### src/rtl/clk50k_monitor.sv
// clk50k_monitor: receive side of the divided-clock path.
// Synchronizes the slow divider clock clk_in into the clk domain and emits one-cycle
// rise/fall enables. Also measures every half-period in clk cycles and tracks lock/loss
// against the expected divider ratio.
//
// Ports:
//   clk           system clock
//   rst_n         synchronous reset, active low
//   clk_in        slow divided clock, asynchronous to clk
//   clr_lost      one-cycle clear of lost_sticky
//   rise_pulse    one-cycle pulse per rising edge of clk_in
//   fall_pulse    one-cycle pulse per falling edge of clk_in
//   half_period   last measured half-period, in clk cycles
//   period_valid  one-cycle pulse when half_period updates
//   locked        high while the monitor is locked
//   lost_sticky   set when lock is lost; held until clr_lost
//
// Build option: define CLKMON_GLITCH_FILTER_EN to add a FILT_LEN-cycle glitch filter on
// the synchronized level. This adds the FILT_LEN parameter. Without the define, the
// synchronizer output drives the edge logic directly.
module clk50k_monitor #(
  parameter int unsigned EXP_HALF = 100,
  parameter int unsigned TOL      = 2,
  parameter int unsigned LOCK_CNT = 4,
  parameter int unsigned TIMEOUT  = 400,
  parameter int unsigned CNT_W    = 16
`ifdef CLKMON_GLITCH_FILTER_EN
  ,
  parameter int unsigned FILT_LEN = 3
`endif
) (
  input  logic             clk,
  input  logic             rst_n,
  input  logic             clk_in,
  input  logic             clr_lost,
  output logic             rise_pulse,
  output logic             fall_pulse,
  output logic [CNT_W-1:0] half_period,
  output logic             period_valid,
  output logic             locked,
  output logic             lost_sticky
);

  localparam int unsigned MEAS_W = CNT_W + 1;
  localparam int unsigned GOOD_W = $clog2(LOCK_CNT + 1);

  localparam logic [1:0] SEARCH = 2'd0;
  localparam logic [1:0] LOCKED = 2'd1;
  localparam logic [1:0] LOST   = 2'd2;

  logic              sync0;
  logic              sync1;
  logic              prev;
  logic              lvl;
  logic [CNT_W-1:0]  cnt;
  logic [GOOD_W-1:0] good;
  logic [GOOD_W-1:0] good_nxt;
  logic              armed;
  logic              armed_nxt;
  logic [1:0]        state;
  logic [1:0]        state_nxt;

  logic              edge_c;
  logic              timeout_c;
  logic              in_tol_c;
  logic [MEAS_W-1:0] meas_c;
  logic [MEAS_W-1:0] diff_c;

  // Two-flop synchronizer for the asynchronous slow clock.
  always_ff @(posedge clk) begin
    if (!rst_n) begin
      sync0 <= 1'b0;
      sync1 <= 1'b0;
    end else begin
      sync0 <= clk_in;
      sync1 <= sync0;
    end
  end

`ifdef CLKMON_GLITCH_FILTER_EN
  localparam int unsigned FILT_W = $clog2(FILT_LEN + 1);

  logic [FILT_W-1:0] filt_cnt;
  logic              filt_lvl;

  // The level follows sync1 only after sync1 has disagreed for FILT_LEN cycles in a row.
  always_ff @(posedge clk) begin
    if (!rst_n) begin
      filt_cnt <= '0;
      filt_lvl <= 1'b0;
    end else if (sync1 == filt_lvl) begin
      filt_cnt <= '0;
    end else if (filt_cnt == FILT_W'(FILT_LEN - 1)) begin
      filt_cnt <= '0;
      filt_lvl <= sync1;
    end else begin
      filt_cnt <= filt_cnt + FILT_W'(1);
    end
  end

  assign lvl = filt_lvl;
`else
  assign lvl = sync1;
`endif

  assign edge_c    = lvl ^ prev;
  assign timeout_c = !edge_c && (cnt == CNT_W'(TIMEOUT - 1));

  // Tolerance check on the candidate measurement, one bit wider so cnt+1 cannot wrap.
  always_comb begin
    meas_c = MEAS_W'(cnt) + MEAS_W'(1);
    if (meas_c >= MEAS_W'(EXP_HALF)) begin
      diff_c = meas_c - MEAS_W'(EXP_HALF);
    end else begin
      diff_c = MEAS_W'(EXP_HALF) - meas_c;
    end
    in_tol_c = (diff_c <= MEAS_W'(TOL));
  end

  // Lock FSM state register.
  always_ff @(posedge clk) begin
    if (!rst_n) begin
      state <= SEARCH;
      good  <= '0;
      armed <= 1'b0;
    end else begin
      state <= state_nxt;
      good  <= good_nxt;
      armed <= armed_nxt;
    end
  end

  // Lock FSM next state. Any edge arms the measurement; only armed edges are measured.
  always_comb begin
    state_nxt = state;
    good_nxt  = good;
    armed_nxt = armed;
    case (state)
      SEARCH: begin
        if (edge_c) begin
          armed_nxt = 1'b1;
          if (armed) begin
            if (in_tol_c) begin
              good_nxt = good + GOOD_W'(1);
              if (good == GOOD_W'(LOCK_CNT - 1)) begin
                state_nxt = LOCKED;
              end
            end else begin
              good_nxt = '0;
            end
          end
        end else if (timeout_c) begin
          good_nxt  = '0;
          armed_nxt = 1'b0;
        end
      end
      LOCKED: begin
        if ((edge_c && armed && !in_tol_c) || timeout_c) begin
          state_nxt = LOST;
        end
      end
      LOST: begin
        // An edge here is still measured; the next edge after this cycle only re-arms.
        state_nxt = SEARCH;
        good_nxt  = '0;
        armed_nxt = 1'b0;
      end
      default: begin
        state_nxt = SEARCH;
        good_nxt  = '0;
        armed_nxt = 1'b0;
      end
    endcase
  end

  // Half-period counter, restarted on every edge and saturating at all-ones.
  always_ff @(posedge clk) begin
    if (!rst_n) begin
      cnt <= '0;
    end else if (edge_c) begin
      cnt <= '0;
    end else if (cnt != {CNT_W{1'b1}}) begin
      cnt <= cnt + CNT_W'(1);
    end
  end

  // Registered outputs.
  always_ff @(posedge clk) begin
    if (!rst_n) begin
      prev         <= 1'b0;
      rise_pulse   <= 1'b0;
      fall_pulse   <= 1'b0;
      half_period  <= '0;
      period_valid <= 1'b0;
      locked       <= 1'b0;
      lost_sticky  <= 1'b0;
    end else begin
      prev         <= lvl;
      rise_pulse   <= lvl & ~prev;
      fall_pulse   <= ~lvl & prev;
      period_valid <= edge_c & armed;
      if (edge_c && armed) begin
        half_period <= meas_c[CNT_W-1:0];
      end
      locked <= (state_nxt == LOCKED);
      // Setting the sticky flag takes priority over a coincident clear.
      if (state == LOCKED && state_nxt == LOST) begin
        lost_sticky <= 1'b1;
      end else if (clr_lost) begin
        lost_sticky <= 1'b0;
      end
    end
  end

endmodule

### config.mk
export PLATFORM = sky130hd
export DESIGN_NAME = clk50k_monitor
export DESIGN_NICKNAME = d
export VERILOG_FILES = /design/src/rtl/clk50k_monitor.sv
export SDC_FILE = /design/constraint.sdc
export NUM_CORES = 1
export LEC_CHECK = 0
export CORE_UTILIZATION = 52
export CTS_CLUSTER_DIAMETER = 150
export DETAILED_ROUTE_END_ITERATION = 10
export GPL_ROUTABILITY_DRIVEN = 0
export PLACE_DENSITY = 0.76
export SLEW_MARGIN = 20
export SYNTH_ARGS = -nofsm -noshare
export SYNTH_HDL_FRONTEND = slang
export SYNTH_SLANG_ARGS = --single-unit
export TNS_END_PERCENT = 10
### constraint.sdc
create_clock -name clk -period 3.1 [get_ports clk]
set_input_delay 0.31 -clock clk [delete_from_list [all_inputs] [get_ports clk]]
set_output_delay 0.31 -clock clk [all_outputs]
set_load 0.02 [all_outputs]
Word level (Yosys, flattened, before mapping) --
Index checks and enable logic that the tools add are counted.
Storage, ports and cells: register bits after elaboration 46, bits of input ports 4, output and inout port bits 21, word-level logic and storage cells 65
Operators by class: add/sub/neg operators 5, magnitude comparators 2, equality and inequality tests 8, multiplexer cells 17, bitwise logic cells 8, reduce and logical (&&, ||, !) cells 12
Operators with widths (number):
- $add 16x1->17 const B | 1
- $ge 17x7->1 const B | 1
- $le 17x2->1 const B | 1
- $mux 17 | 1
- $sub 17x7->17 const B | 1
- $sub 7x17->17 const A | 1
- $add 16x1->16 const B | 1
- $eq 16x9->1 const B | 1
- $ne 16x16->1 const B | 1
- $mux 3 | 4
- $mux 2 | 5
- $ne 3x3->1 const B | 2
- $pmux 3 s2 | 1
- $eq 2x1->1 const B | 2
- $logic_and 1x1->1 | 4
- $mux 1 | 4
- $not 1->1 | 4
- $pmux 2 s2 | 1
- $add 3x1->3 const B | 1
- $and 1x1->1 | 3
- $eq 3x2->1 const B | 1
- $reduce_and 3->1 | 1
- $eq 2x2->1 const B | 1
- $logic_not 1->1 | 2
- 7 further kinds | 7

Logic depth before layout (Yosys ltp) --
depth after elaboration 12, gate-level depth with buffers 15, depth with buffers taken out 13

Worst setup path after synthesis --
OpenSTA, ideal clock, no wires.
kind flip-flop to flip-flop, start reg cnt[0], end reg lost_sticky, setup time 0.115 ns, data arrival time 2.994 ns, data required time 2.985 ns, slack -0.009 ns, cell stages (with the launch flop) 15, buffers on the path 1, period minus slack after synthesis 3.109 ns, path through dfxtp_1 -> ha_1 -> buf_4 -> xnor2_1 -> inv_1 -> ha_1 -> a21oi_1 -> nand2_1 -> o21ai_0 -> o2bb2ai_1 -> mux2i_1 -> nor4_1 -> o2111a_2 -> o21ai_2 -> a31o_1
On the way: cells in the longest elaborated chain, start to end 12, elaborated cells on any way between the ends 20, classes of those cells add/sub: 3; order compare: 2; eq/ne: 2; mux: 7; reduce/logical: 6
RTL lines:
- from (decl) | line 55 | logic [CNT_W-1:0] cnt;
- from (signal assigned) | line 183 | cnt <= cnt + CNT_W'(1);
- $add 16x1->17 * | line 111 | meas_c = MEAS_W'(cnt) + MEAS_W'(1);
- via meas_c[2] | line 66 | logic [MEAS_W-1:0] meas_c;
- $sub 7x17->17 (tied with other cells) | line 115 | diff_c = MEAS_W'(EXP_HALF) - meas_c;
- $mux 17 * | line 112 | if (meas_c >= MEAS_W'(EXP_HALF)) begin
- $le 17x2->1 * | line 117 | in_tol_c = (diff_c <= MEAS_W'(TOL));
- $logic_not 1->1 | line 158 | if ((edge_c && armed && !in_tol_c) || timeout_c) begin
- $logic_and 1x1->1 | line 158
- $logic_or 1x1->1 | line 158
- $mux 2 | line 158
- $pmux 2 s2 * | line 138 | case (state)
- $eq 2x2->1 * | line 207 | if (state == LOCKED && state_nxt == LOST) begin
- $logic_and 1x1->1 * | line 207
- $mux 1 / $reduce_bool 2->1 (equally long branches)
- to (signal assigned) | line 196 | lost_sticky <= 1'b0;
- to (signal assigned) | line 208 | lost_sticky <= 1'b1;
- to (signal assigned) | line 210 | lost_sticky <= 1'b0;
- to (decl) | line 41 | output logic lost_sticky
The timed path passes the listed nets; every way through them passes the cells marked *. A chain may end at the register's enable or synchronous reset.

Final worst setup path --
start reg cnt[1], end reg lost_sticky
On the way: cells in the longest elaborated chain, start to end 12, elaborated cells on any way between the ends 20, classes of those cells add/sub: 3; order compare: 2; eq/ne: 2; mux: 7; reduce/logical: 6
RTL lines (line):
- $add 16x1->17 | 111
- $sub 7x17->17 (tied with other cells) | 115
- $mux 17 | 112
- $le 17x2->1 | 117
- $logic_not 1->1 | 158
- $logic_and 1x1->1 | 158
- $logic_or 1x1->1 | 158
- $mux 2 | 158
- $pmux 2 s2 * | 138
- $eq 2x2->1 * | 207
- $logic_and 1x1->1 * | 207
- $mux 1 / $reduce_bool 2->1 (equally long branches)
Every way passes the cells marked *; elsewhere a longest branch is shown, timed or not.

==> qor.txt <==
===============================================================================================
Status                                                                             complete, no violations
Pwr/cell area                                                                        332 nW/um2
Routed WL                                                                               7.43 mm
Maximum number of pins on one net before global-route repair                                 29
Count of different cell masters after synthesis                                              61
EDFF count, synth                                                                             0
Area of the multi-input gates                                                          1840 um2
Filler Cell Count                                                                           434
Endpoint required time on the critical path                                             3.31 ns
Die Height                                                                              76.5 um
Largest delay contributor family on the critical path                              compound AO/OA/AOI/OAI gates
Worst setup skew after layout                                                        0.00939 ns
Clock input transition at the sequential cells of the worst setup and hold paths        0.09 ns
Synthesized flop and latch total                                                             46
Number of instances in the synthesized netlist                                              350
Library cell contributing the largest single delay on the critical path            sky130_fd_sc_hd__a311oi_2
Number of failing hold endpoints at the final stage                                           0
Crit path buf inv count                                                                       1
Post-synthesis compound-gate area fraction                                                22.7%
Dominant combinational cell family by area after synthesis                         simple AND/OR/NAND/NOR gates
Final period utilization                                                                  95.1%
Aggregate global routing overflow                                                             0
Max rail drop VDD                                                                    0.000472 V
Fraction of power consumed by sequential logic                                            53.3%
Net Count, Synth                                                                            364
Upper clock frequency limit                                                           0.339 GHz
Internal power                                                                         0.849 mW
Delay of the slowest cell on the worst path                                             0.38 ns
Critical Path, Cell by Cell                                                        ha_2 -> buf_4 -> a21boi_1 -> nand3b_1 -> a31o_2 -> o31ai_1 -> nand3_1 -> a311oi_2 -> o2111a_2 -> o21ai_2 -> a31o_1
Top library cells by usage in the layout, fill and taps aside                      43 x sky130_fd_sc_hd__dfxtp_1, 33 x sky130_fd_sc_hd__nand2_1, 30 x sky130_fd_sc_hd__buf_4
CTS Buf Count                                                                                 5
Maximum fanout along the worst path                                                          13
Number of iterations in the first detailed-routing pass                                       5
Avg Cell Area, Syn                                                                     8.25 um2
Hold slack final                                                                       0.451 ns
Number of rows created at floorplan                                                          26
Antenna violation net count after detailed routing                                            0
Root cell of the clock tree                                                        sky130_fd_sc_hd__clkbuf_8
Synthesized-area fraction occupied by and/or/nand/nor cells                               28.0%
Share of synthesized area spent on multiplexers                                           1.39%
Critical path launch point type                                                            flop
Starting DRC count in detailed routing                                                      308
Actual transition at the worst max-transition pin                                      0.959 ns
RSZ-0062 raised after global routing                                                         no
Max cap viols                                                                                 0
Die outline width                                                                       76.5 um
Die ar.                                                                                5850 um2
Global-route wire length before repair                                                  12.5 mm
CTS tree                                                                                  built
IO Port Bufs                                                                                 24
Antenna Cells                                                                                 0
Bufs on Longest Clock Path                                                                    2
Leakage power summed over all cells                                                     1.39 nW
Clock period minus worst slack                                                          2.95 ns
Top-level I/O count                                                                          25
Worst slew margin relative to its limit                                                   35.8%
Count of synthesis-stage warnings from yosys                                                  0
Switching part of the total                                                               25.9%
Final setup TNS                                                                            0 ns
Area growth from synthesis to layout                                                      19.8%
Combined global-route utilization of all metal layers                                     26.4%
Core area                                                                              5240 um2
Xor-xnor portion of the synthesized cell area                                             5.77%
Share of cells above drive strength 1                                                     16.5%
HPWL after detailed placement                                                           5.39 mm
Most common cell after layout, fill and taps aside                                 sky130_fd_sc_hd__dfxtp_1
DR DRC count                                                                                  0
Relative contribution of combinational cells to total power                               12.8%
Detailed-route vias per instance                                                           6.13
Synthesized cell area                                                                  2890 um2
Adder and majority gate portion of the synthesized area                                   4.68%
Top_reg_cell synth                                                                 sky130_fd_sc_hd__dfxtp_1
Proportion of synthesized flip-flops having asynchronous set or reset                        0%
Area taken by flip-flops and latches                                                    925 um2
Number of antenna violations at the first check in global routing                             0
Proportion of synthesized chip area in sequential cells                                   31.9%
Kind of path behind the tightest hold check                                          reg -> reg
Wire length per cell                                                                    16.3 um
Net Sw Power                                                                           0.297 mW
Number of failing setup endpoints in the final timing report                                  0
Via count of the first global-routing pass                                                 2564
TritonCTS sink count                                                                         46
Total vias in the final route                                                              2801
Number of buffers inserted by hold repair at cts                                              0
Worst setup path class                                                               reg -> reg
Arrival time reported for the critical path endpoint                                    3.16 ns
Worst skew pair latency                                                                 0.31 ns
Launch point of the worst path                                                     cnt[1]$_SDFFE_PP0N_
Min-delay src                                                                      sync0$_SDFF_PN0_
Source of the worst register-to-register timing path                               cnt[1]$_SDFFE_PP0N_
Final slew viol count                                                                         0
Type of element capturing the critical path                                                flop
Initial cell density of the core                                                          55.1%
Final #Nets                                                                                 400
Total Power Consumption                                                                 1.15 mW
Fraction of power consumed by the clock network                                           33.9%
CTS H-tree depth                                                                              2
===============================================================================================
-- power by group through the flow --
stage	logic (mW)	clock network [mW]	registers, mW
final	0.147	0.389	0.611
after global routing	0.160	0.425	0.613
after CTS	0.143	0.392	0.610
after detailed placement	0.142	0	0.624
after global placement	0.140	0	0.623
after floorplan	0.0856	0	0.631
-- synth_stat cells, types with 11 or more instances --
cell type	number	share of area, %
sky130_fd_sc_hd__xnor2_1	13	3.9
sky130_fd_sc_hd__and2_1	13	2.8
sky130_fd_sc_hd__inv_1	11	1.4
sky130_fd_sc_hd__o211a_1	15	5.2
sky130_fd_sc_hd__a21oi_1	20	3.5
sky130_fd_sc_hd__nor3_1	17	2.9
sky130_fd_sc_hd__o21ai_0	17	2.9
sky130_fd_sc_hd__nand2_1	33	4.3
sky130_fd_sc_hd__dfxtp_1	46	32
sky130_fd_sc_hd__nor2_1	15	2.0
sky130_fd_sc_hd__nand3_1	14	2.4
-- registers in the layout (all words and copies together) (netlist names) --
register and cells:
fall_pulse 1, good 3, sync0 1, half_period 16
rise_pulse 1, prev 1, lost_sticky 1, armed 1
locked 1, lvl 1, period_valid 1, state 2
cnt 16
-- cell families after synthesis --
kind of cell | after synthesis
and+or+nand+nor | 142
AOI/OAI and AO/OA | 92
xor gates and xnor gates | 19
adders and majority gates | 11
muxes | 4
buffers and inverters | 36
DFF | 46
-- per-layer routing --
layer | track usage (%) | wire length, um
met5 | 0 | 0
met1 | 38.5 | 3500
met2 | 38.7 | 3280
met4 | 8.65 | 130
met3 | 4.91 | 522
-- final cells by class --
cell class | instances | share of cell area [%]
Clock buffer | 7 | 2.50
Clock inverter | 1 | 0.253
Inverter | 11 | 1.19
Multi-Input combinational cell | 268 | 53.3
Sequential cell | 46 | 26.7
Tap cell | 70 | 2.53
Timing Repair Buffer | 54 | 13.5
-- per-stage QoR --
stage,utilization (%),instances,area (um2),setup WS (ns)
after global placement,63.4,448,3320,0.218
after CTS,65.2,456,3420,0.142
after detailed placement,63.4,448,3320,0.189
after global routing,66.0,457,3460,0.00213
after floorplan,-,350,2890,0.156
final,66.0,457,3460,0.153
-- repair_timing --
action	CTS	global route
endpoints found under the setup margin	0	7
buffers inserted	0	1
gates resized for setup	0	11
-- worst paths after layout --
kind,end,slack [ns],depth (start not counted)
worst max-delay path,lost_sticky$_SDFFE_PN0P_,0.15,11
worst min-delay path,lvl$_SDFF_PN0_,0.45,1
worst max register to register,lost_sticky$_SDFFE_PN0P_,0.15,11
worst min register to register,lvl$_SDFF_PN0_,0.45,1
Note: power is estimated with default switching activity, not from simulation.
